$ cat config.mk
export PLATFORM = sky130hd
export DESIGN_NAME = ram_access_ctrl
export DESIGN_NICKNAME = d
export VERILOG_FILES = /design/src/rtl/ram_pkg.sv /design/src/rtl/ram_word_reg.sv /design/src/rtl/ram_access_ctrl.sv
export SDC_FILE = /design/constraint.sdc
export NUM_CORES = 1
export LEC_CHECK = 0
export CAP_MARGIN = 25
export CORE_ASPECT_RATIO = 0.6
export CORE_MARGIN = 4
export CORE_UTILIZATION = 30
export CTS_CLUSTER_DIAMETER = 40
export CTS_CLUSTER_SIZE = 14
export DETAILED_ROUTE_END_ITERATION = 8
export GPL_TIMING_DRIVEN = 0
export SYNTH_ARGS = -nofsm -noshare
export SYNTH_HDL_FRONTEND = slang
export SYNTH_HIERARCHICAL = 1
export SYNTH_SLANG_ARGS = --single-unit
$ cat constraint.sdc
create_clock -name clk_i -period 1.6 [get_ports clk_i]
set_input_delay 0.32 -clock clk_i [delete_from_list [all_inputs] [get_ports clk_i]]
set_output_delay 0.32 -clock clk_i [all_outputs]
set_load 0.005 [all_outputs]
$ cat src/rtl/ram_pkg.sv
// ram_pkg: shared FSM states, sizes and one-hot select codes for the 4x4 RAM controller
package ram_pkg;
   localparam int ADDR_W    = 2;
   localparam int NUM_WORDS = 4;
   localparam logic [NUM_WORDS-1:0] SEL_W0 = 4'b0001;
   localparam logic [NUM_WORDS-1:0] SEL_W1 = 4'b0010;
   localparam logic [NUM_WORDS-1:0] SEL_W2 = 4'b0100;
   localparam logic [NUM_WORDS-1:0] SEL_W3 = 4'b1000;
   typedef enum logic [1:0] {IDLE, DECODE, RESP} state_t;
   function automatic logic [NUM_WORDS-1:0] addr_to_sel(input logic [ADDR_W-1:0] a);
      return SEL_W0 << a;
   endfunction
endpackage

$ cat src/rtl/ram_word_reg.sv
// ram_word_reg: one storage word with async reset to RESET_VAL and a load enable
module ram_word_reg #(
   parameter int DATA_W = 4,
   parameter logic [DATA_W-1:0] RESET_VAL = '0
) (
   input  logic              clk_i,
   input  logic              rst_i,
   input  logic              i_load,
   input  logic [DATA_W-1:0] i_d,
   output logic [DATA_W-1:0] o_q
);
   // word storage, overwritten only when its select loads it
   always_ff @(posedge clk_i or posedge rst_i)
      if (rst_i) o_q <= RESET_VAL;
      else if (i_load) o_q <= i_d;
endmodule

$ cat src/rtl/ram_access_ctrl.sv
// ram_access_ctrl: request/response controller and 4-word array driving an external 2-to-4 decoder; RAM_SEL_CHECK_EN enables select-fault checking
module ram_access_ctrl
   import ram_pkg::*;
#(
   parameter int DATA_W = 4,
   parameter logic [DATA_W-1:0] RESET_VAL = '0
) (
   input  logic                 clk_i,
   input  logic                 rst_i,
   input  logic                 req_valid_i,
   output logic                 req_ready_o,
   input  logic                 req_we_i,
   input  logic [ADDR_W-1:0]    req_addr_i,
   input  logic [DATA_W-1:0]    req_wdata_i,
   output logic                 dec_a_o,
   output logic                 dec_b_o,
   output logic                 dec_en_o,
   input  logic [NUM_WORDS-1:0] sel_i,
   output logic                 rsp_valid_o,
   input  logic                 rsp_ready_i,
   output logic [DATA_W-1:0]    rsp_rdata_o,
   output logic                 rsp_err_o
);
   state_t                r_state, w_next;
   logic                  r_we, r_err, w_fault;
   logic [ADDR_W-1:0]     r_addr;
   logic [DATA_W-1:0]     r_wdata, r_rdata, w_rd_or;
   logic [NUM_WORDS-1:0]  w_load;
   logic [DATA_W-1:0]     w_word [NUM_WORDS];

`ifdef RAM_SEL_CHECK_EN
   assign w_fault = sel_i != addr_to_sel(r_addr);
`else
   assign w_fault = 1'b0;
`endif

   assign w_load      = (r_state == DECODE && r_we && !w_fault) ? sel_i : '0;
   assign dec_a_o     = r_addr[1];
   assign dec_b_o     = r_addr[0];
   assign rsp_rdata_o = r_rdata;
   assign rsp_err_o   = r_err;

   for (genvar k = 0; k < NUM_WORDS; k++) begin : g_word
      ram_word_reg #(.DATA_W(DATA_W), .RESET_VAL(RESET_VAL)) u_word (
         .clk_i (clk_i),
         .rst_i (rst_i),
         .i_load(w_load[k]),
         .i_d   (r_wdata),
         .o_q   (w_word[k])
      );
   end

   // read value is the OR of every selected word
   always_comb begin
      w_rd_or = '0;
      for (int i = 0; i < NUM_WORDS; i++) w_rd_or = w_rd_or | (sel_i[i] ? w_word[i] : '0);
   end

   // next state and handshake/decoder-enable outputs
   always_comb begin
      w_next      = r_state == IDLE   ? (req_valid_i ? DECODE : IDLE) :
                    r_state == DECODE ? RESP :
                    r_state == RESP   ? (rsp_ready_i ? IDLE : RESP) : IDLE;
      req_ready_o = r_state == IDLE;
      dec_en_o    = r_state == DECODE;
      rsp_valid_o = r_state == RESP;
   end

   // state register, request latch and response capture at the end of DECODE
   always_ff @(posedge clk_i or posedge rst_i)
      if (rst_i) begin
         r_state <= IDLE;
         r_we    <= 1'b0;
         r_addr  <= '0;
         r_wdata <= '0;
         r_rdata <= RESET_VAL;
         r_err   <= 1'b0;
      end else begin
         r_state <= w_next;
         if (r_state == IDLE && req_valid_i) begin
            r_we    <= req_we_i;
            r_addr  <= req_addr_i;
            r_wdata <= req_wdata_i;
         end
         if (r_state == DECODE) begin
            r_rdata <= (r_we || w_fault) ? '0 : w_rd_or;
            r_err   <= w_fault;
         end
      end
endmodule

==> metrics.md <==
| Metric | Value |
|---|---|
| Gr ovfl total | `0` |
| Worst-Skew Late Latency | `approximately 0.28 ns` |
| Vias post-DR | `823` |
| Largest net degree at the start of global routing | `14` |
| Site Rows | `17` |
| Crit path capture | `r_addr[1]` |
| Syn Inst Count | `88` |
| Hold Violations, Final | `0` |
| GPL Wtd Cong | `~0.75` |
| Root Buffer | `clkbuf_8` |
| Post-synth EDFFs | `0` |
| Die Width | `between 80 and 90 um` |
| Critical Path End Type | `flop` |
| Clock Path Buffers | `2` |
| CP cell instances | `nor2_2, buf_4, buf_4, buf_4, buf_4, and2_4, mux2_2` |
| CP Launch Type | `flop` |
| Global-route usage over all layers | `12.06%` |
| WL/cell | `~16 um` |
| Most used cell, CP | `buf_4` |
| Post-Synth XOR/XNOR Area | `0%` |
| Share of Yosys cell area claimed by the top area cell type | `about three fifths` |
| # DRC | `0` |
| Largest stage delay, worst path | `around 0.4 ns` |
| Detail Route Antenna Nets | `0` |
| Post-layout util | `a little over two fifths` |
| Final number of setup-violating endpoints | `0` |
| Die area | `roughly 5100 um2` |
| Top_reg_cell synth | `dfrtp_1` |
| Syn avg cell area | `roughly 14 um2` |
| Input/output buffers | `23` |
| Number of diodes | `0` |
| Vias in the first global route | `roughly 920` |
| CP max-delay cell | `dfrtp_1` |
| Syn Std Cell Area | `about 1200 um2` |
| Die H | `approximately 57 um` |
| Class of the worst hold path | `input port to asynchronous set/reset pin` |
| Worst r2r src | `r_state[0]` |
| Crit share post-route | `a little over nine tenths` |
| Drt first pass iters | `4` |
| Asr flop ratio synth | `between 90% and 100%` |
| Initial antenna violation count | `0` |
| Synth Register Bits | `29` |
| Skew final | `approximately 0.0067 ns` |
| Clk pin slew, worst setup/hold paths | `approximately 0.060 ns` |
| Compound-Gate Fraction of Synth Area | `about 8.3%` |
| Worst reg2reg setup slack | `0.04 ns` |
| Final slew viol count | `0` |
| 1st-iter DRT viols | `12` |
| Fin nets | `137` |
| Reg2Reg Depth | `7` |
| Seq/Total Area, Yosys | `around three fifths` |
| RSZ-0062 raised after global routing | `yes` |
| Largest area contributor in the netlist | `dfrtp_1` |
| Top post-synthesis cells by area | `dfrtp_1, mux2_2, a22oi_1` |
| IO Pins | `25` |
| Required time worst endpoint | `between 1.5 and 2 ns` |
| Largest family of logic cells by synthesized area | `multiplexers` |
| Initial Utilization | `32.10%` |
| Post-Synth Adder-Cell Area | `0%` |
| Post-synthesis simple-gate area fraction | `under 10%` |
| Share of cells above drive strength 1 | `approximately 34%` |
| Leading cell type by number of instances after synthesis | `dfrtp_1` |
| Worst Path Arrival | `between 1.5 and 2 ns` |
| Min Tclk post-route | `1.558 ns` |
| TritonCTS buffer count | `5` |
| CTS tree | `yes` |
| CTS sink cnt | `29` |
| Origin of the worst setup path | `r_state[0]` |
| Avg Vias per Cell | `~4.8` |
| Crit-path max FO | `8` |
| RR Endpoint | `r_addr[1]` |
| Dpl hpwl | `around 2000 um` |
| Max VDD drop | `~0.00042 V` |
| Max cap viols | `0` |
| Layout Area Growth over Synthesis | `34.58%` |
| Power per cell area | `roughly 1900 nW/um2` |
| Leakage power total | `approximately 0.76 nW` |
| Outcome | `finished, final reports clean` |
| Post-synth cell types | `15` |
| Synthesis Warnings | `6` |
| Kind of critical path | `flop to flop` |
| Total Power | `around 0.0031 W` |
| Fmax | `between 0.6 and 0.7 GHz` |
| Syn nets | `103` |
| Core Area | `roughly 3800 um2` |
| Setup TNS | `0 ns` |
| Post-synth top cells | `dfrtp_1, mux2_2, a22oi_1` |
| Number of H-tree levels | `2` |
| First-pass GRT wire length | `around 4600 um` |
| Proportion of synthesized area in mux cells | `between 20% and 30%` |
| WL final | `around 2700 um` |
==> worst min-delay path by stage <==
stage / slack (ns) / end / start / depth (start not counted)
global placement: 0.49 / r_addr[0] / r_addr[0] / 1
detailed placement: 0.50 / r_addr[0] / r_addr[0] / 1
CTS: 0.37 / g_word[1].u_word/o_q[3] / rst_i / 2
global route: 0.40 / g_word[0].u_word/o_q[3] / rst_i / 2
finish: 0.38 / g_word[1].u_word/o_q[3] / rst_i / 2
floorplan: 0.09 / g_word[0].u_word/o_q[0] / rst_i / 1
==> metrics by stage <==
| step | instances | worst slack [ns] | area, um2 | hold WS [ns] |
|---|---|---|---|---|
| after floorplan | 88 | 0.1650 | 1209 | 0.08608 |
| after global placement | 158 | -0.04842 | 1498 | 0.4914 |
| after detailed placement | 158 | -0.06474 | 1498 | 0.4971 |
| after CTS | 171 | -0.001166 | 1640 | 0.3709 |
| after global routing | 170 | -0.02516 | 1627 | 0.4008 |
| final | 170 | 0.04166 | 1627 | 0.3817 |
==> kinds of logic after synthesis <==
kind of cell	count (synthesis)
flip-flops	29
other	1
AO/OA/AOI/OAI	13
buffers and inverters	9
multiplexers	23
AND/OR/NAND/NOR	13
==> layer usage <==
metal / GRT usage, % / up-vias / wire length [um]
li1: - / 381 / -
met1: 15.64 / 410 / 1350
met2: 17.63 / 27 / 1172
met3: 4.875 / 5 / 165
met4: 5.882 / 0 / 46
met5: 0 / - / 0
==> cell usage in the layout, fill, tap and decap left out <==
cell / netlist / routed
a22o_1: 4 / 4
a22oi_1: 8 / 8
and2_4: 1 / 1
and3_1: 4 / 4
buf_4: 1 / 6
clkbuf_2: 0 / 1
clkbuf_8: 0 / 7
clkdlybuf4s50_1: 0 / 20
clkinv_2: 0 / 1
conb_1: 1 / 1
dfrtp_1: 29 / 29
dlygate4sd2_1: 0 / 2
inv_1: 7 / 6
inv_4: 0 / 1
mux2_2: 23 / 22
mux2_4: 0 / 1
nand2_1: 4 / 4
nor2_1: 2 / 1
nor2_2: 0 / 1
o21ai_0: 1 / 1
or2b_1: 1 / 1
or2b_4: 1 / 1
==> state kept, by name, summed over array words and instances (netlist names) <==
name,cells
g_word.u_word/o_q,16
r_wdata,4
rsp_rdata_o,4
r_addr,2
r_state,2
r_we,1
==> worst max-delay path, delay by kind of cell (launching register included) <==
family / cells / cell delay, ns
flops: 1 / 0.40
buf+inv: 4 / 0.39
mux: 1 / 0.34
simple gates: 2 / 0.33
==> where the power goes <==
part / switching (W) / internal [W] / total, W
logic: 0.000372 / 0.000698 / 0.00107
registers: 0.000281 / 0.00110 / 0.00138
clock network: 0.000280 / 0.000388 / 0.000668
==> timing repair <==
action | in CTS | in global routing
pin swaps | 1 | 1
endpoints found under the setup margin | 3 | 8
hold buffers | 0 | 0
setup buffers | 5 | 0
endpoints found under the hold margin | 0 | 0
gates resized for setup | 7 | 2
==> area by class of cell <==
cell class	instances	area, um2
Tap cell	47	58.81
Multi-Input combinational cell	50	444.2
Buffer	1	7.507
Timing Repair Buffer	28	260.3
Clock inverter	1	5.005
Sequential cell	29	725.7
Fill cell	348	2138
Clock buffer	7	96.34
Inverter	7	28.78
No activity file was read; power rests on OpenSTA's default activity.
